File: src/rtl/pipe_stage_reg_pkg.sv
// Shared types and constants for the pipeline stage register.
//   occ_state_e   : occupancy state of the stage (EMPTY/ONE/TWO)
//   OCC_W         : width of the occupancy field
//   NOP_INSN_*    : candidate bubble encodings for the core's instruction payload
package pipe_pkg;

  localparam int OCC_W = 2;

  typedef enum logic [OCC_W-1:0] {
    EMPTY = 2'd0,
    ONE   = 2'd1,
    TWO   = 2'd2
  } occ_state_e;

  // All-zero bubble is the default; the canonical RISC-V NOP (addi x0, x0, 0)
  // is kept for stages that decode the instruction field of the payload.
  localparam logic [31:0] NOP_INSN_ZERO = 32'h0000_0000;
  localparam logic [31:0] NOP_INSN_ADDI = 32'h0000_0013;

endpackage

File: src/rtl/pipe_stage_reg_if.sv
// Valid/ready payload channel between two pipeline stages.
//   valid : producer has an entry
//   ready : consumer can accept
//   data  : payload, DATA_W bits
// master = producer side, slave = consumer side.
interface pipe_stage_if
  import pipe_pkg::*;
#(
  parameter int DATA_W = 64
);
  logic              valid;
  logic              ready;
  logic [DATA_W-1:0] data;

  modport master (output valid, output data, input ready);
  modport slave  (input valid, input data, output ready);
endinterface

File: src/rtl/pipe_sat_cnt.sv
// Saturating up-counter with an increment of 0..2 per cycle.
//   clk_i   : clock, rising edge
//   rst_n_i : asynchronous active-low reset, clears the count
//   inc_i   : amount to add this cycle (0..2)
//   cnt_o   : current count, sticks at 2^W-1
module pipe_sat_cnt
  import pipe_pkg::*;
#(
  parameter int W = 16
) (
  input  logic         clk_i,
  input  logic         rst_n_i,
  input  logic [1:0]   inc_i,
  output logic [W-1:0] cnt_o
);

  localparam logic [W+1:0] MAX = {2'b00, {W{1'b1}}};

  logic [W-1:0] cnt_q;
  logic [W+1:0] sum;

  // Two guard bits so the compare sees the overflow even for W=1.
  assign sum = {2'b00, cnt_q} + {{W{1'b0}}, inc_i};

  always_ff @(posedge clk_i or negedge rst_n_i) begin
    if (!rst_n_i) begin
      cnt_q <= '0;
    end else if (sum > MAX) begin
      cnt_q <= '1;
    end else begin
      cnt_q <= sum[W-1:0];
    end
  end

  assign cnt_o = cnt_q;

endmodule

File: src/rtl/pipe_stage_reg.sv
// Pipeline stage register with valid/ready handshake, hazard stall and flush.
// Optional feature macro: PIPE_STAGE_SKID_EN (two-entry skid buffer with a
// registered ready; when undefined a single register with combinational ready).
//   clk_i         : clock, rising edge
//   rst_n_i       : asynchronous active-low reset
//   up            : upstream channel (valid_i/ready_o/data_i)
//   dn            : downstream channel (valid_o/ready_i/data_o)
//   stall_i       : hazard hold, behaves as downstream not ready
//   flush_i       : drop held and incoming entries, output a bubble
//   occupancy_o   : entries held (0..2)
//   flushed_cnt_o : saturating count of valid entries discarded by flush
//
// state | meaning (skid build)
// EMPTY | nothing held, bubble on the output
// ONE   | one entry in main register, presented downstream
// TWO   | main presented, second entry parked in skid register, upstream blocked
module pipe_stage_reg
  import pipe_pkg::*;
#(
  parameter int                DATA_W    = 64,
  parameter logic [DATA_W-1:0] NOP_VALUE = '0,
  parameter int                CNT_W     = 16
) (
  input  logic               clk_i,
  input  logic               rst_n_i,
  pipe_stage_if.slave        up,
  pipe_stage_if.master       dn,
  input  logic               stall_i,
  input  logic               flush_i,
  output logic [OCC_W-1:0]   occupancy_o,
  output logic [CNT_W-1:0]   flushed_cnt_o
);

  logic              up_xfer;
  logic              dn_xfer;
  logic [DATA_W-1:0] main_q;
  logic [OCC_W-1:0]  held;
  logic [1:0]        flush_inc;

`ifdef PIPE_STAGE_SKID_EN

  occ_state_e        state_q, state_d;
  logic [DATA_W-1:0] skid_q;
  logic              load_main_in;
  logic              load_main_skid;
  logic              load_skid;

  always_ff @(posedge clk_i or negedge rst_n_i) begin
    if (!rst_n_i) begin
      state_q <= EMPTY;
    end else begin
      state_q <= state_d;
    end
  end

  always_comb begin
    state_d        = state_q;
    load_main_in   = 1'b0;
    load_main_skid = 1'b0;
    load_skid      = 1'b0;
    if (flush_i) begin
      state_d = EMPTY;
    end else begin
      case (state_q)
        EMPTY: begin
          if (up_xfer) begin
            state_d      = ONE;
            load_main_in = 1'b1;
          end
        end
        ONE: begin
          if (up_xfer && dn_xfer) begin
            load_main_in = 1'b1;
          end else if (up_xfer) begin
            state_d   = TWO;
            load_skid = 1'b1;
          end else if (dn_xfer) begin
            state_d = EMPTY;
          end
        end
        TWO: begin
          if (dn_xfer) begin
            state_d        = ONE;
            load_main_skid = 1'b1;
          end
        end
        default: state_d = EMPTY;
      endcase
    end
  end

  // Payload registers hold stale data when empty; the output mux hides it.
  always_ff @(posedge clk_i or negedge rst_n_i) begin
    if (!rst_n_i) begin
      main_q <= NOP_VALUE;
      skid_q <= NOP_VALUE;
    end else begin
      if (load_main_in) begin
        main_q <= up.data;
      end else if (load_main_skid) begin
        main_q <= skid_q;
      end
      if (load_skid) begin
        skid_q <= up.data;
      end
    end
  end

  // Ready comes straight from the state flop: no path from ready_i/stall_i.
  assign up.ready = (state_q != TWO);
  assign dn.valid = (state_q != EMPTY);
  assign held     = state_q;

`else

  logic valid_q;

  always_ff @(posedge clk_i or negedge rst_n_i) begin
    if (!rst_n_i) begin
      valid_q <= 1'b0;
      main_q  <= NOP_VALUE;
    end else if (flush_i) begin
      valid_q <= 1'b0;
    end else if (up_xfer) begin
      valid_q <= 1'b1;
      main_q  <= up.data;
    end else if (dn_xfer) begin
      valid_q <= 1'b0;
    end
  end

  assign up.ready = !valid_q | (dn.ready & !stall_i);
  assign dn.valid = valid_q;
  assign held     = {1'b0, valid_q};

`endif

  assign up_xfer     = up.valid & up.ready;
  assign dn_xfer     = dn.valid & dn.ready & !stall_i;
  assign dn.data     = dn.valid ? main_q : NOP_VALUE;
  assign occupancy_o = held;

  // Held entries plus an entry arriving on the flush edge never exceed two:
  // the skid build refuses input in TWO, the single build holds at most one.
  assign flush_inc = flush_i ? (held + {1'b0, up_xfer}) : 2'd0;

  pipe_sat_cnt #(
    .W (CNT_W)
  ) u_flush_cnt (
    .clk_i   (clk_i),
    .rst_n_i (rst_n_i),
    .inc_i   (flush_inc),
    .cnt_o   (flushed_cnt_o)
  );

endmodule
File: src/flat_wrapper.sv
// flat-port wrapper written by rule: the top's interface ports become plain ports
module pipe_stage_reg_flat import pipe_pkg::*;
#(
  parameter int                DATA_W    = 64,
  parameter logic [DATA_W-1:0] NOP_VALUE = '0,
  parameter int                CNT_W     = 16
)
  (clk_i, rst_n_i, stall_i, flush_i, occupancy_o, flushed_cnt_o, up_valid, up_data, up_ready, dn_valid, dn_data, dn_ready);
  pipe_stage_if #(.DATA_W(DATA_W)) up_i ();
  pipe_stage_if #(.DATA_W(DATA_W)) dn_i ();
  input  logic clk_i;
  input  logic rst_n_i;
  input  logic stall_i;
  input  logic flush_i;
  output logic [OCC_W-1:0] occupancy_o;
  output logic [CNT_W-1:0] flushed_cnt_o;
  input wire logic [$bits(up_i.valid)-1:0] up_valid;
  input wire logic [$bits(up_i.data)-1:0] up_data;
  output wire logic [$bits(up_i.ready)-1:0] up_ready;
  output wire logic [$bits(dn_i.valid)-1:0] dn_valid;
  output wire logic [$bits(dn_i.data)-1:0] dn_data;
  input wire logic [$bits(dn_i.ready)-1:0] dn_ready;
  assign up_i.valid = up_valid;
  assign up_i.data = up_data;
  assign up_ready = up_i.ready;
  assign dn_valid = dn_i.valid;
  assign dn_data = dn_i.data;
  assign dn_i.ready = dn_ready;
  pipe_stage_reg #(.DATA_W(DATA_W), .NOP_VALUE(NOP_VALUE), .CNT_W(CNT_W)) u_core (.clk_i(clk_i), .rst_n_i(rst_n_i), .up(up_i), .dn(dn_i), .stall_i(stall_i), .flush_i(flush_i), .occupancy_o(occupancy_o), .flushed_cnt_o(flushed_cnt_o));
endmodule
File: config.mk
export PLATFORM = sky130hd
export DESIGN_NAME = pipe_stage_reg_flat
export DESIGN_NICKNAME = d
export VERILOG_FILES = /design/src/rtl/pipe_stage_reg_pkg.sv /design/src/rtl/pipe_stage_reg_if.sv /design/src/rtl/pipe_sat_cnt.sv /design/src/rtl/pipe_stage_reg.sv /design/src/flat_wrapper.sv
export SDC_FILE = /design/constraint.sdc
export NUM_CORES = 1
export LEC_CHECK = 0
export ABC_AREA = 1
export ABC_CLOCK_PERIOD_IN_PS = 5980
export BUFFER_PORTS_ARGS = -buffer_cell sky130_fd_sc_hd__buf_2
export CORE_MARGIN = 4
export CORE_UTILIZATION = 53
export DETAILED_ROUTE_END_ITERATION = 12
export HOLD_SLACK_MARGIN = 0.1
export PLACE_DENSITY = 0.86
export SLEW_MARGIN = 20
export SYNTH_ARGS = -nofsm -noshare
export SYNTH_HDL_FRONTEND = slang
export SYNTH_SLANG_ARGS = --single-unit
File: constraint.sdc
create_clock -name clk_i -period 5.98 [get_ports clk_i]
set_input_delay 0.598 -clock clk_i [delete_from_list [all_inputs] [get_ports clk_i]]
set_output_delay 0.598 -clock clk_i [all_outputs]
set_load 0.02 [all_outputs]
# Word-level counts from Yosys, hierarchy flattened
# Cells that the tools add are included.
totals:
  output_inout_bits: 84
  word_cells: 22
  inputBits: 70
  reg_bits: 81
op_classes:
  n_mux: 6
  reduce_logical: 4
  addsub: 2
  magnitude_cmp: 1
  bitwise_logic: 6
op_table:
  columns: ["op", "count"]
  rows:
  - ["$mux 64", 1]
  - ["$gt 18x16->1 const B", 1]
  - ["$add 16x2->17", 1]
  - ["$mux 16", 1]
  - ["$and 1x1->1", 4]
  - ["$mux 1", 3]
  - ["$reduce_bool 3->1", 1]
  - ["$add 1x1->2", 1]
  - ["$logic_not 1->1", 2]
  - ["$mux 2", 1]
  - ["$reduce_and 2->1", 1]
  - ["$not 1->1", 1]
  - ["$or 1x1->1", 1]

# Depth between registers and ports, before layout
# Gate-level depths: netlist of the first run.
depth:
  ltp_word: 9
  ltp_mapped: 14
  depth_no_buf: 13

# Cells and area by module
# Synthesis of the first run repeated with hierarchy kept, for this count alone.
unflattened:
  hier_cells: 552
  area_unflattened_um2: 4287.9
by_module_without_submodules:
  columns: ["mod", "area_per_inst_um2", "cells_per_inst", "seq_area_each_um2", "n_inst"]
  rows:
  - ["pipe_stage_reg", 3340.7, 435, 1626.6, 1]
  - ["pipe_sat_cnt", 947.2, 117, 400.4, 1]

# Least setup slack after synthesis of the first run
# No wires, ideal clock.
synth_path:
  path_kind: "input to register"
  from: "input port dn_ready"
  to: "register u_core.u_flush_cnt.cnt_q[5] (netlist: u_core.u_flush_cnt.cnt_o[5])"
  required_time_ns: 5.860
  setup_time_ns: 0.120
  cell_stages: 14
  arrival_ns: 2.329
  path_slack_ns: 3.531
  path_buffers: 1
  path_cell_list: "inv_1 o21ai_2 nand3_1 o211ai_1 inv_1 ha_1 fa_1 nand2_2 nor2_4 nand3_4 nor2_4 nand2_4 buf_6 nand2_1"
synth_between:
  elab_chain_cells: 8
synth_rtl:
  columns: ["item", "line_no", "rtl"]
  rows:
  - ["start: declaration", "flat_wrapper.sv:22", "input wire logic [$bits(dn_i.ready)-1:0] dn_ready;"]
  - ["$and 1x1->1 *", "pipe_stage_reg.sv:132", "assign up.ready = !valid_q | (dn.ready & !stall_i);"]
  - ["$or 1x1->1 *", "pipe_stage_reg.sv:132", null]
  - ["net up_ready", "flat_wrapper.sv:19", "output wire logic [$bits(up_i.ready)-1:0] up_ready;"]
  - ["$and 1x1->1 *", "pipe_stage_reg.sv:138", "assign up_xfer = up.valid & up.ready;"]
  - ["$add 1x1->2 *", "pipe_stage_reg.sv:145", "assign flush_inc = flush_i ? (held + {1'b0, up_xfer}) : 2'd0;"]
  - ["$mux 2 *", "pipe_stage_reg.sv:145", null]
  - ["$add 16x2->17 *", "pipe_sat_cnt.sv:23", "assign sum = {2'b00, cnt_q} + {{W{1'b0}}, inc_i};"]
  - ["$gt 18x16->1", "pipe_sat_cnt.sv:28", "end else if (sum > MAX) begin"]
  - ["$mux 16 *", "pipe_sat_cnt.sv:28", null]
  - ["end signal: assignment", "pipe_sat_cnt.sv:31", "cnt_q <= sum[W-1:0];"]
  - ["end: declaration", "pipe_sat_cnt.sv:19", "logic [W-1:0] cnt_q;"]
# The timed path passes the listed nets; every way through them passes the cells marked *.
# A chain may end at the register's enable or synchronous reset.

# Worst setup path after layout of the first run
layout_path:
  from: "register u_core.valid_q (netlist: u_core.dn.valid)"
  to: "register u_core.u_flush_cnt.cnt_q[1] (netlist: u_core.u_flush_cnt.cnt_o[1])"
layout_between:
  elab_chain_cells: 8
layout_rtl:
  columns: ["item", "line_no", "rtl"]
  rows:
  - ["start: declaration", "pipe_stage_reg.sv:116", "logic valid_q;"]
  - ["start signal: assignment", "pipe_stage_reg.sv:120", "valid_q <= 1'b0;"]
  - ["start signal: assignment", "pipe_stage_reg.sv:123", "valid_q <= 1'b0;"]
  - ["start signal: assignment", "pipe_stage_reg.sv:125", "valid_q <= 1'b1;"]
  - ["$logic_not 1->1", "pipe_stage_reg.sv:132", null]
  - ["$or 1x1->1", "pipe_stage_reg.sv:132", null]
  - ["$and 1x1->1", "pipe_stage_reg.sv:138", null]
  - ["$add 1x1->2 *", "pipe_stage_reg.sv:145", null]
  - ["$mux 2 *", "pipe_stage_reg.sv:145", null]
  - ["$add 16x2->17 *", "pipe_sat_cnt.sv:23", null]
  - ["$gt 18x16->1", "pipe_sat_cnt.sv:28", null]
  - ["$mux 16 *", "pipe_sat_cnt.sv:28", null]
# Every way passes the cells marked *; elsewhere a longest branch is shown, timed or not.

==> results of run 1 <==
## sequential cells by signal (all words and copies together) (netlist names)
register                  count
u_core.main_q                64
u_core.dn.valid               1
u_core.u_flush_cnt.cnt_o     16
## layout make-up
class | count | area (sq um)
clock buffer | 14 | 173
clock inverter | 2 | 35.0
fill | 635 | 2320
inverter | 143 | 537
multi-input combinational | 287 | 1340
sequential | 81 | 2030
tap | 99 | 124
timing repair buffer | 153 | 774
## per-layer routing
metal,wire (microns),vias up
met1,3920,1604
met4,147,0
met3,738,16
met5,0,-
met2,4260,152
li1,-,1821
## through the flow
step                utilization  instances  hold slack [ns]  setup WS [ns]  power, mW
floorplan                     -        535            0.302           3.53      0.934
global placement          0.654        763            0.466           3.11       1.05
detailed placement        0.654        763            0.474           2.96       1.07
CTS                       0.682        779            0.439           2.94       1.48
global route              0.683        779            0.354           3.05       1.55
finish                    0.683        779            0.284           3.30       1.46
## final timing paths
check,start,end,slack (ns),depth (start not counted)
max in group asynchronous,rst_n_i,u_core.dn.valid,5.10,1
min,rst_n_i,u_core.main_q[53],0.28,1
min in group clk_i,flush_i,u_core.dn.valid,0.46,2
max,u_core.dn.valid,u_core.u_flush_cnt.cnt_o[1],3.30,12
max reg2reg,u_core.dn.valid,u_core.u_flush_cnt.cnt_o[1],3.30,12
min reg2reg,u_core.main_q[34],u_core.main_q[34],0.49,2
## power by group
group          internal, mW  switching (mW)
combinational         0.127           0.209
clock                 0.227           0.182
sequential            0.640          0.0791
## synthesized netlist by cell type
cell	number
sky130_fd_sc_hd__o211ai_1	1
sky130_fd_sc_hd__nand3_1	7
sky130_fd_sc_hd__buf_4	2
sky130_fd_sc_hd__xor2_1	4
sky130_fd_sc_hd__nand2_2	6
sky130_fd_sc_hd__nor2_2	1
sky130_fd_sc_hd__xnor2_1	3
sky130_fd_sc_hd__a21oi_1	1
sky130_fd_sc_hd__nand3_4	1
sky130_fd_sc_hd__clkbuf_1	3
sky130_fd_sc_hd__a21o_2	1
sky130_fd_sc_hd__nand3_2	1
sky130_fd_sc_hd__buf_2	17
sky130_fd_sc_hd__buf_6	2
sky130_fd_sc_hd__inv_1	143
sky130_fd_sc_hd__nand2_4	1
sky130_fd_sc_hd__dfrtp_1	81
sky130_fd_sc_hd__fa_1	1
sky130_fd_sc_hd__nand4_1	4
sky130_fd_sc_hd__o21ai_1	50
sky130_fd_sc_hd__nor2_1	13
sky130_fd_sc_hd__nor2_4	2
sky130_fd_sc_hd__ha_1	2
sky130_fd_sc_hd__conb_1	1
sky130_fd_sc_hd__nand2_1	170
sky130_fd_sc_hd__o21ai_0	16
sky130_fd_sc_hd__o21ai_2	1
## logic make-up after synthesis
| logic type | after synthesis | synth area share |
|---|---|---|
| AND/OR/NAND/NOR | 206 | 0.212 |
| buffers and inverters | 167 | 0.167 |
| flip-flops | 81 | 0.504 |
| AO/OA/AOI/OAI | 70 | 0.0896 |
| XOR/XNOR | 7 | 0.0153 |
| adder cells (fa/ha/maj) | 3 | 0.0112 |
| other | 1 | 0.000933 |
## worst max-delay path: cells and delay by family (launching register included)
| family | cells | cell delay [ns] |
|---|---|---|
| simple gates | 7 | 0.89 |
| flops | 1 | 0.88 |
| compound gates | 2 | 0.33 |
| fa+ha+maj | 2 | 0.43 |
| buf+inv | 1 | 0.09 |
==> out/results.env, run 1 <==
WORST-ENDPOINT-REQUIRED_NS=6.25
KIND_OF_LAUNCH_POINT_OF_THE_WORST_SETUP_PATH='flop'
ANTENNA_VIOLATING_NETS_POST_ROUTE=0
CRIT_PATH_END_KIND='flop'
INITIAL_UTILIZATION=0.548
CRITICALPATHCATEGORY='flop to flop'
YS_SEQ_ELEMENTS=81
SYNTH.YOSYS.SEQ_AREA_SHARE=0.504
POST_CTS_RESIZE_COUNT=0
ROWS=31
DRCVIOLATIONCOUNT=0
MIN_PERIOD_OVER_PERIOD=0.448
INSERTION_DELAY_NS=0.34
TIMING.MAX_SLEW.REL_SLACK=0.516
IOPINCOUNT=154
ROUTE.VIAS.TOTAL=3593
CRIT_PATH_FREQUENT_CELL='sky130_fd_sc_hd__nor2_4'
CRITPATHARRIVALTIME_NS=2.95
SYNTH_TOP_AREA_CELL='sky130_fd_sc_hd__dfrtp_1'
CLKSINKCOUNT=81
DIE_AREA_SQ_UM=9040
MAXCAPVIOLATIONS=0
LEADING_CELL_TYPE_IN_THE_LAYOUT_FILL_AND_TAPS_EXCLUDED='sky130_fd_sc_hd__nand2_1'
SYNTH.TOP_CELLS.BY_AREA='sky130_fd_sc_hd__dfrtp_1 (50%), sky130_fd_sc_hd__nand2_1 (16%), sky130_fd_sc_hd__inv_1 (13%), sky130_fd_sc_hd__o21ai_1 (6.2%), sky130_fd_sc_hd__buf_2 (2.1%)'
SYNTHCELLS=535
YOSYSTOPAREACELLSHARE=0.504
FINALHOLDVIOLCOUNT=0
POST-DP-HPWL_MICRONS=6580
GRT_FIRST_PASS_WIRELENGTH_MICRONS=14900
CTS_INSERTED_BUFFERS=9
DIE_W_MICRONS=95.1
ROUTEDWLPERCELL_MICRONS=11.6
RUN_STATUS='complete, no violations'
NETS=748
SYNTH_NETS=608
SYNTH.YOSYS.WARNINGS=0
GLOBAL_ROUTE_TRACK_USAGE_ON_MET3=0.0434
PATH_MAX_FANOUT=69
DIE_H_MICRONS=95.1
CLOCK_TREE_FROM_TRITONCTS='built'
POWER.IR.VDD_WORST_V=0.000153
HOLD_BUFFERS=0
PLACED_CELL_AREA_SQ_UM=4790
CLK_ROOT_BUFFER_CELL='sky130_fd_sc_hd__clkbuf_8'
INITIAL_ANTENNA_VIOLATION_COUNT=0
GRT_USE_MET2=0.336
FLOORPLAN.CORE_AREA_SQ_UM=7330
CP_SLOWEST_CELL='sky130_fd_sc_hd__dfrtp_4'
REPORT.FINAL.SETUP_VIOL=0
SYNTHESIS.AREA_SQ_UM=4020
FINAL_CELL_MIX='sky130_fd_sc_hd__nand2_1 (170), sky130_fd_sc_hd__buf_2 (151), sky130_fd_sc_hd__inv_1 (143)'
REPORT.FINAL.SLEW_VIOL_COUNT=0
CLOCK_TREE.HTREE_LEVEL_COUNT=3
PATH_CLK_SLEW_NS=0.08
GRT_SETUP_UNREPAIRED='no'
GRT_USAGE=0.208
GRT_PASS1_VIAS=3494
SLEW_OF_THE_PIN_WITH_THE_LOWEST_SLEW_MARGIN_NS=0.727
PORT-BUFFER-COUNT=152
MAX_FREQ_MHz=374
DRT_FIRST_ITER_VIOLATIONS=168
CTS.PATH.MAX_BUFFERS=2
DRT-TOTAL-WL_MICRONS=9070
POWER.LEAKAGE_nW=3.39
TNS_NS=0
GRT_START_MAX_NET_PINS=82
GLOBALROUTEMET1UTIL=0.269
SYNTHESIS.AREA_PER_INSTANCE_SQ_UM=7.51
GRT_MOST_USED_LAYER='met2'
DRT-VIAS-PER-INSTANCE=4.61
FINCLKSKEW_NS=0.0109
LAYOUT_AREA_GROWTH_OVER_SYNTHESIS_PCT=24.6
GP_CONGESTION=0.849
TIMING.FINAL.CRIT_PERIOD_NS=2.68
POST_CTS.REPAIR.SETUP_BUFFERS=0
GRT.OVERFLOW.TOTAL=0
POWER_DENSITY_RELATIVE_TO_CELL_AREA_nW_PER_UM2=292
ANTENNA-DIODE-COUNT=0
WORSTHOLDPATHTYPE='input pin to async pin'
SYNTH_CELL_TYPES=27
CPPEAKSTAGEDELAY_NS=0.88
FIN_AREA_SQ_UM=5010
CRITICAL_PATH.CELL_CHAIN='o21ai_2, nand3_1, o211ai_1, inv_1, ha_1, fa_1, nand2_2, nor2_4, nand3_4, nor2_4, nand2_4, nand2_1'
DRIVE_ABOVE_1_SHARE=0.269
DRT_PASS1_ITERATIONS=4
Power figures use the tool's default switching activity.
==> run 2, diff against run 1 <==
- ABC_CLOCK_PERIOD_IN_PS: 5980 -> 2480
- CORE_UTILIZATION: 53 -> 49
- PLACE_DENSITY: 0.86 -> 0.8
- clock period: 5.98 -> 2.48 ns (I/O delays scaled with it)
==> run 2 against run 1 <==
  * Via count down 0.17%
  * Core utilization down 3.8 points
  * Non-clock buffer count up 5
  * Wire length up 0.28%
  * Hold slack worse by 0.15 ns
  * First-iteration DRC count down 11%
  * Total power up 140%
  * Combinational power up 150%
  * Largest cell class unchanged
  * Design area up 1.1%
  * Sequential share of layout area down 0.48 points
==> out/results.env, run 2 (synthesis results as in run 1) <==
RUN_STATUS='complete, no violations'  # unchanged
CRIT_PATH_END_KIND='flop'  # unchanged
GRT_USAGE=0.188  # was 0.208
TIMING.MAX_SLEW.REL_SLACK=0.658  # was 0.516
CLK_ROOT_BUFFER_CELL='sky130_fd_sc_hd__clkbuf_8'  # unchanged
IOPINCOUNT=154  # unchanged
LARGEST_REG_FLOPS=64  # unchanged
R2R_SETUP_SLACK_NS=0.29  # was 3.30 ns
GP_CONGESTION=0.864  # was 0.849
FILLERS=683  # was 635
INSERTION_DELAY_NS=0.33  # was 0.34 ns
DRT-TOTAL-WL_MICRONS=9090  # was 9070 microns
GRT_FIRST_PASS_WIRELENGTH_MICRONS=15100  # was 14900 microns
POWER.IR.VDD_WORST_V=0.000425  # was 0.000153 V
TIMING.FINAL.CRIT_PERIOD_NS=2.19  # was 2.68 ns
CTS_INSERTED_BUFFERS=9  # unchanged
PATH_MAX_FANOUT=16  # was 69
HOLD_BUFFERS=2  # was 0
TOP_REGISTER='u_core.main_q'  # unchanged
FIN_AREA_SQ_UM=5060  # was 5010 sq um
REPORT.FINAL.SLEW_VIOL_COUNT=0  # unchanged
POST-DP-HPWL_MICRONS=6730  # was 6580 microns
DIE_AREA_SQ_UM=9720  # was 9040 sq um
ANTENNA-DIODE-COUNT=0  # unchanged
DRCVIOLATIONCOUNT=0  # unchanged
LAYOUT_AREA_GROWTH_OVER_SYNTHESIS_PCT=25.9  # was 24.6%
PATH_CLK_SLEW_NS=0.09  # was 0.08 ns
TIMING.CRITICAL_PATH.TO='u_core.u_flush_cnt.cnt_o[1]'  # unchanged
FINAL_CELL_MIX='sky130_fd_sc_hd__nand2_1 (170), sky130_fd_sc_hd__buf_2 (151), sky130_fd_sc_hd__inv_1 (143)'  # unchanged
REPORT.FINAL.SETUP_VIOL=0  # unchanged
R2R-END='u_core.u_flush_cnt.cnt_o[1]'  # unchanged
DRT_FIRST_ITER_VIOLATIONS=150  # was 168
GRT_PASS1_VIAS=3478  # was 3494
CLOCK_TREE_FROM_TRITONCTS='built'  # unchanged
WORSTHOLDPATHTYPE='input pin to flop'  # was input pin to async pin
DIE_W_MICRONS=98.6  # was 95.1 microns
NETS=753  # was 748
INITIAL_UTILIZATION=0.512  # was 0.548
DIE_H_MICRONS=98.6  # was 95.1 microns
FINCLKSKEW_NS=0.0130  # was 0.0109 ns
ROUTEDWLPERCELL_MICRONS=11.6  # about the same
STARTPOINT='u_core.dn.valid'  # unchanged
POWER.LEAKAGE_nW=3.41  # was 3.39 nW
DRT_PASS1_ITERATIONS=4  # unchanged
CTS.PATH.MAX_BUFFERS=2  # unchanged
ROWS=32  # was 31
ROUTE.VIAS.TOTAL=3587  # was 3593
CLOCK_TREE.HTREE_LEVEL_COUNT=3  # unchanged
REGAREA_SQ_UM=2030  # about the same
MULTI_INPUT_AREA_SQ_UM=1340  # unchanged
MIN_PERIOD_OVER_PERIOD=0.883  # was 0.448
POST_CTS.REPAIR.SETUP_BUFFERS=0  # unchanged
TNS_NS=0  # unchanged
LEADING_CELL_TYPE_IN_THE_LAYOUT_FILL_AND_TAPS_EXCLUDED='sky130_fd_sc_hd__nand2_1'  # unchanged
CRITPATHARRIVALTIME_NS=2.40  # was 2.95 ns
PORT-BUFFER-COUNT=152  # unchanged
CPPEAKSTAGEDELAY_NS=0.44  # was 0.88 ns
FINALHOLDVIOLCOUNT=0  # unchanged
ANTENNA_VIOLATING_NETS_POST_ROUTE=0  # unchanged
WORSTREGTOREGCELLS=12  # unchanged
SLEW_OF_THE_PIN_WITH_THE_LOWEST_SLEW_MARGIN_NS=0.512  # was 0.727 ns
CLKSINKCOUNT=81  # unchanged
CRITICAL_PATH.CELL_CHAIN='o21ai_2, nand3_1, o211ai_1, inv_1, ha_1, fa_1, nand2_2, nor2_4, nand3_4, nor2_4, nand2_4, nand2_1'  # unchanged
FLOORPLAN.CORE_AREA_SQ_UM=7850  # was 7330 sq um
KIND_OF_LAUNCH_POINT_OF_THE_WORST_SETUP_PATH='flop'  # unchanged
DRIVE_ABOVE_1_SHARE=0.273  # was 0.269
WORST-ENDPOINT-REQUIRED_NS=2.69  # was 6.25 ns
INITIAL_ANTENNA_VIOLATION_COUNT=0  # unchanged
MAX_FREQ_MHz=457  # was 374 MHz
GRT_SETUP_UNREPAIRED='no'  # unchanged
MAXCAPVIOLATIONS=0  # unchanged
RR_STARTPOINT='u_core.dn.valid'  # unchanged
POST_CTS_RESIZE_COUNT=0  # unchanged
GRT_START_MAX_NET_PINS=129  # was 82
GRT.OVERFLOW.TOTAL=0  # unchanged
POWER_DENSITY_RELATIVE_TO_CELL_AREA_nW_PER_UM2=689  # was 292 nW/um^2
DRT-VIAS-PER-INSTANCE=4.56  # was 4.61
CRIT_PATH_FREQUENT_CELL='sky130_fd_sc_hd__nor2_4'  # unchanged
PLACED_CELL_AREA_SQ_UM=4850  # was 4790 sq um
CRITICALPATHCATEGORY='flop to flop'  # unchanged
CP_SLOWEST_CELL='sky130_fd_sc_hd__dfrtp_2'  # was sky130_fd_sc_hd__dfrtp_4
[run 2: cell count changes in the layout (fill, tap and decap cells not counted), sizes merged]
cell | before | now
buf | 153 | 156
clkbuf | 14 | 11
clkinv | 1 | 2
clkinvlp | 0 | 2
dlygate4sd3 | 0 | 2
[run 2: power breakdown]
group	internal (mW)	switching, mW
sequential	1.54	0.166
combinational	0.316	0.519
clock	0.490	0.455
[run 2: final cells by class]
cell class	count	area share
multi-input combinational	287	0.264
timing repair buffer	158	0.166
clock buffer	11	0.0279
inverter	143	0.106
clock inverter	5	0.0109
sequential	81	0.401
tap	102	0.0252
[run 2: worst min-delay path by stage]
stage | from | endpoint | cells past startpoint
floorplan | rst_n_i | u_core.dn.valid | 0
global placement | rst_n_i | u_core.main_q[51] | 1
detailed placement | rst_n_i | u_core.main_q[51] | 1
CTS | up_data[53] | u_core.main_q[53] | 3
global route | up_data[54] | u_core.main_q[54] | 3
finish | up_data[53] | u_core.main_q[53] | 3
[run 2: per-layer routing]
metal | share of wire | vias to the layer above | track usage | wire length [microns]
met5 | 0 | - | 0 | 0
met2 | 0.50 | 108 | 0.332 | 4530
met1 | 0.43 | 1633 | 0.231 | 3900
met3 | 0.065 | 6 | 0.0403 | 589
met4 | 0.0071 | 0 | 0.0557 | 65
li1 | - | 1840 | - | -
[run 2: critical path: cells and delay by family (launching register included)]
family | cells | cell delay (ns)
compound gates | 2 | 0.24
fa+ha+maj | 2 | 0.62
simple gates | 7 | 0.69
flops | 1 | 0.44
buf+inv | 1 | 0.07
[run 2: stage by stage]
stage	util	setup WS [ns]	hold slack [ns]	total power, mW	std cells
after CTS	0.645	0.281	0.122	3.54	787
after global routing	0.645	0.119	0.110	3.72	787
after floorplan	-	0.169	-0.0476	2.25	535
final	0.645	0.290	0.138	3.49	787
after global placement	0.618	0.316	0.219	2.54	769
after detailed placement	0.618	0.221	0.225	2.58	769
==> run 3, diff against run 2 <==
--- a/config.mk
+++ b/config.mk
@@ -14,2 +14,3 @@
 export HOLD_SLACK_MARGIN = 0.1
+export MAX_ROUTING_LAYER = met4
 export PLACE_DENSITY = 0.8
==> constraint.sdc (replaced) <==
create_clock -name clk_i -period 2.48 [get_ports clk_i]
set_input_delay 0.496 -clock clk_i [delete_from_list [all_inputs] [get_ports clk_i]]
set_output_delay 0.496 -clock clk_i [all_outputs]
set_load 0.02 [all_outputs]
==> run 3 against run 2 <==
  * Die area is the same
  * First-iteration DRC count down 22%
  * Via count rose by 0.14%
  * Critical path depth fell by 8
  * Register-to-register slack better by 0.11 ns
  * Design area is 0.17% lower
  * Sequential power about the same
  * Non-clock buffer count up 1
  * Hold slack better by 0.20 ns
  * Critical path type is now flop to output pin
==> out/results.env, run 3 (synthesis results as in run 1) <==
RUN_STATUS='complete, no violations'  # unchanged
PATH_MAX_FANOUT=51  # was 16
GRT_START_MAX_NET_PINS=75  # was 129
POWER.SWITCHING_mW=1.15  # was 1.14 mW
ANTENNA_VIOLATING_NETS_POST_ROUTE=0  # unchanged
GRT_SETUP_UNREPAIRED='no'  # unchanged
DRT-TOTAL-WL_MICRONS=9150  # was 9090 microns
ROUTED.TOP_LAYER='met4'  # unchanged
FINCLKSKEW_NS=0.00949  # was 0.0130 ns
ROUTEDWLPERCELL_MICRONS=11.6  # about the same
CRITPATHARRIVALTIME_NS=1.61  # was 2.40 ns
WORSTHOLDPATHTYPE='input pin to flop'  # unchanged
INITIAL_UTILIZATION=0.512  # unchanged
POWER.SHARE.SEQUENTIAL=0.497  # was 0.490
ROUTE.MET2.WL_MICRONS=4710  # was 4530 microns
CPPEAKSTAGEDELAY_NS=0.45  # was 0.44 ns
TOP_REGISTER='u_core.main_q'  # unchanged
DRIVE_ABOVE_1_SHARE=0.276  # was 0.273
MAX_FREQ_MHz=474  # was 457 MHz
REPORT.FINAL.SLEW_VIOL_COUNT=0  # unchanged
DRT_PASS1_ITERATIONS=4  # unchanged
ROWS=32  # unchanged
HOLDPATHEND='u_core.dn.valid'  # was u_core.main_q[53]
HP-START='flush_i'  # was up_data[53]
WORST-PATH-BUF-INV=3  # was 1
IOPINCOUNT=154  # unchanged
R2R-END='u_core.u_flush_cnt.cnt_o[15]'  # was u_core.u_flush_cnt.cnt_o[1]
MET3_LENGTH_MICRONS=579  # was 589 microns
DETAIL_ROUTE.WIRELENGTH.MET1_MICRONS=3790  # was 3900 microns
DIE_W_MICRONS=98.6  # unchanged
PATH_DEPTH=4  # was 12
FINAL_CELL_MIX='sky130_fd_sc_hd__nand2_1 (170), sky130_fd_sc_hd__buf_2 (151), sky130_fd_sc_hd__inv_1 (143)'  # unchanged
CLK_ROOT_BUFFER_CELL='sky130_fd_sc_hd__clkbuf_8'  # unchanged
GRT_FIRST_PASS_WIRELENGTH_MICRONS=15500  # was 15100 microns
WORSTREGTOREGCELLS=12  # unchanged
R2R_SETUP_SLACK_NS=0.40  # was 0.29 ns
LARGEST_REG_FLOPS=64  # unchanged
CRIT_PATH_END_KIND='output pin'  # was flop
POWER_DENSITY_RELATIVE_TO_CELL_AREA_nW_PER_UM2=678  # was 689 nW/um^2
TIMING.MAX_SLEW.REL_SLACK=0.648  # was 0.658
GRT.OVERFLOW.TOTAL=0  # unchanged
TIMING.FINAL.CRIT_PERIOD_NS=2.11  # was 2.19 ns
ROUTE.VIAS.TOTAL=3592  # was 3587
NETS=754  # was 753
REPORT.FINAL.SETUP_VIOL=0  # unchanged
PORT-BUFFER-COUNT=152  # unchanged
SLEW_OF_THE_PIN_WITH_THE_LOWEST_SLEW_MARGIN_NS=0.528  # was 0.512 ns
POST_CTS.REPAIR.SETUP_BUFFERS=0  # unchanged
MAXCAPVIOLATIONS=0  # unchanged
DIE_H_MICRONS=98.6  # unchanged
CLOCK_TREE.HTREE_LEVEL_COUNT=3  # unchanged
PATH_CLK_SLEW_NS=0.07  # was 0.09 ns
GRT_USAGE=0.198  # was 0.188
MULTI_INPUT_AREA_SQ_UM=1340  # unchanged
LEADING_CELL_TYPE_IN_THE_LAYOUT_FILL_AND_TAPS_EXCLUDED='sky130_fd_sc_hd__nand2_1'  # unchanged
DRT_FIRST_ITER_VIOLATIONS=117  # was 150
CP_SLOWEST_CELL='sky130_fd_sc_hd__buf_4'  # was sky130_fd_sc_hd__dfrtp_2
POWER.IR.VDD_WORST_V=0.000412  # was 0.000425 V
DIE_AREA_SQ_UM=9720  # unchanged
CTS.PATH.MAX_BUFFERS=2  # unchanged
POWER.LEAKAGE_nW=3.40  # was 3.41 nW
REGAREA_SQ_UM=2030  # unchanged
INTERNAL_CELL_POWER_mW=2.28  # was 2.35 mW
RR_STARTPOINT='u_core.dn.valid'  # unchanged
COMBINATIONAL_GROUP_SHARE_OF_TOTAL_POWER=0.245  # was 0.239
CLOCK_TREE_FROM_TRITONCTS='built'  # unchanged
CRITICAL_PATH.CELL_CHAIN='buf_4, nand2_1, inv_1, buf_2'  # was o21ai_2, nand3_1, o211ai_1, inv_1, ha_1, fa_1, nand2_2, nor2_4, nand3_4, nor2_4, nand2_4, nand2_1
GP_CONGESTION=0.893  # was 0.864
LAYOUT_AREA_GROWTH_OVER_SYNTHESIS_PCT=25.7  # was 25.9%
MIN_PERIOD_OVER_PERIOD=0.850  # was 0.883
CTS_INSERTED_BUFFERS=9  # unchanged
POWER.SWITCHING_FRACTION=0.336  # was 0.327
TIMING.HOLD.WORST_PATH_DEPTH=2  # was 3
CRITICAL_PATH.TOP_DELAY_FAMILY='buffers and inverters'  # was simple AND/OR/NAND/NOR gates
ANTENNA-DIODE-COUNT=0  # unchanged
CLKSINKCOUNT=81  # unchanged
FILLERS=712  # was 683
INSERTION_DELAY_NS=0.35  # was 0.33 ns
CRITICALPATHCATEGORY='flop to output pin'  # was flop to flop
KIND_OF_LAUNCH_POINT_OF_THE_WORST_SETUP_PATH='flop'  # unchanged
FIN_HOLD_WS_NS=0.337  # was 0.138 ns
POST-DP-HPWL_MICRONS=6840  # was 6730 microns
FLOORPLAN.CORE_AREA_SQ_UM=7850  # unchanged
DRCVIOLATIONCOUNT=0  # unchanged
FINALHOLDVIOLCOUNT=0  # unchanged
INITIAL_ANTENNA_VIOLATION_COUNT=0  # unchanged
GRT_PASS1_VIAS=3559  # was 3478
P_CLK_FRAC=0.258  # was 0.271
DRT-VIAS-PER-INSTANCE=4.56  # about the same
WORST-ENDPOINT-REQUIRED_NS=1.98  # was 2.69 ns
TNS_NS=0  # unchanged
-- run 3: worst max-delay path by stage --
| stage | from | to | slack (ns) |
|---|---|---|---|
| floorplan | dn_ready | u_core.u_flush_cnt.cnt_o[5] | 0.13 |
| global placement | stall_i | u_core.u_flush_cnt.cnt_o[5] | 0.18 |
| detailed placement | stall_i | u_core.u_flush_cnt.cnt_o[15] | 0.12 |
| CTS | u_core.dn.valid | dn_data[0] | 0.35 |
| global route | u_core.dn.valid | dn_data[36] | 0.23 |
| finish | u_core.dn.valid | dn_data[0] | 0.37 |
-- run 3: power groups by stage --
stage | sequential (mW) | clock [mW] | combinational (mW)
after floorplan | 1.76 | 0 | 0.488
after global placement | 1.72 | 0 | 0.827
after detailed placement | 1.73 | 0 | 0.850
after CTS | 1.70 | 0.911 | 0.854
after global routing | 1.74 | 0.966 | 0.946
final | 1.70 | 0.884 | 0.839
-- run 3: metrics by stage --
| step | util | instance area, sq um | worst slack, ns | std cells | power [mW] |
|---|---|---|---|---|---|
| floorplan | - | 4020 | 0.133 | 535 | 2.25 |
| global placement | 0.619 | 4860 | 0.184 | 771 | 2.54 |
| detailed placement | 0.619 | 4860 | 0.124 | 771 | 2.58 |
| CTS | 0.644 | 5050 | 0.354 | 788 | 3.47 |
| global route | 0.644 | 5050 | 0.235 | 788 | 3.65 |
| finish | 0.644 | 5050 | 0.371 | 788 | 3.43 |
-- run 3: metal layers --
layer	up-vias	global-route usage
li1	1840	-
met1	1622	0.224
met4	0	0.0452
met5	-	-
met3	8	0.0517
met2	122	0.353
-- run 3: area by class of cell --
cell class	count	area share
clock buffer	12	0.0307
clock inverter	4	0.00545
inverter	143	0.106
multi-input combinational	287	0.264
sequential	81	0.401
tap	102	0.0253
timing repair buffer	159	0.167
-- run 3: worst reg2reg max path: stages, from the launching register on --
cell and delay (ns):
sky130_fd_sc_hd__dfrtp_2 0.44, sky130_fd_sc_hd__o21ai_2 0.07, sky130_fd_sc_hd__nand3_1 0.10, sky130_fd_sc_hd__o211ai_1 0.09, sky130_fd_sc_hd__inv_1 0.06, sky130_fd_sc_hd__ha_1 0.21, sky130_fd_sc_hd__fa_1 0.42, sky130_fd_sc_hd__nand2_2 0.13
sky130_fd_sc_hd__nor2_4 0.07, sky130_fd_sc_hd__nand3_4 0.07, sky130_fd_sc_hd__nor2_4 0.04, sky130_fd_sc_hd__nand2_4 0.17, sky130_fd_sc_hd__nand2_1 0.10
-- run 3: timing repair --
action,4_1_cts,5_1_grt
resized for setup,0,0
hold buffers,1,0
endpoints found under the hold margin,2,0
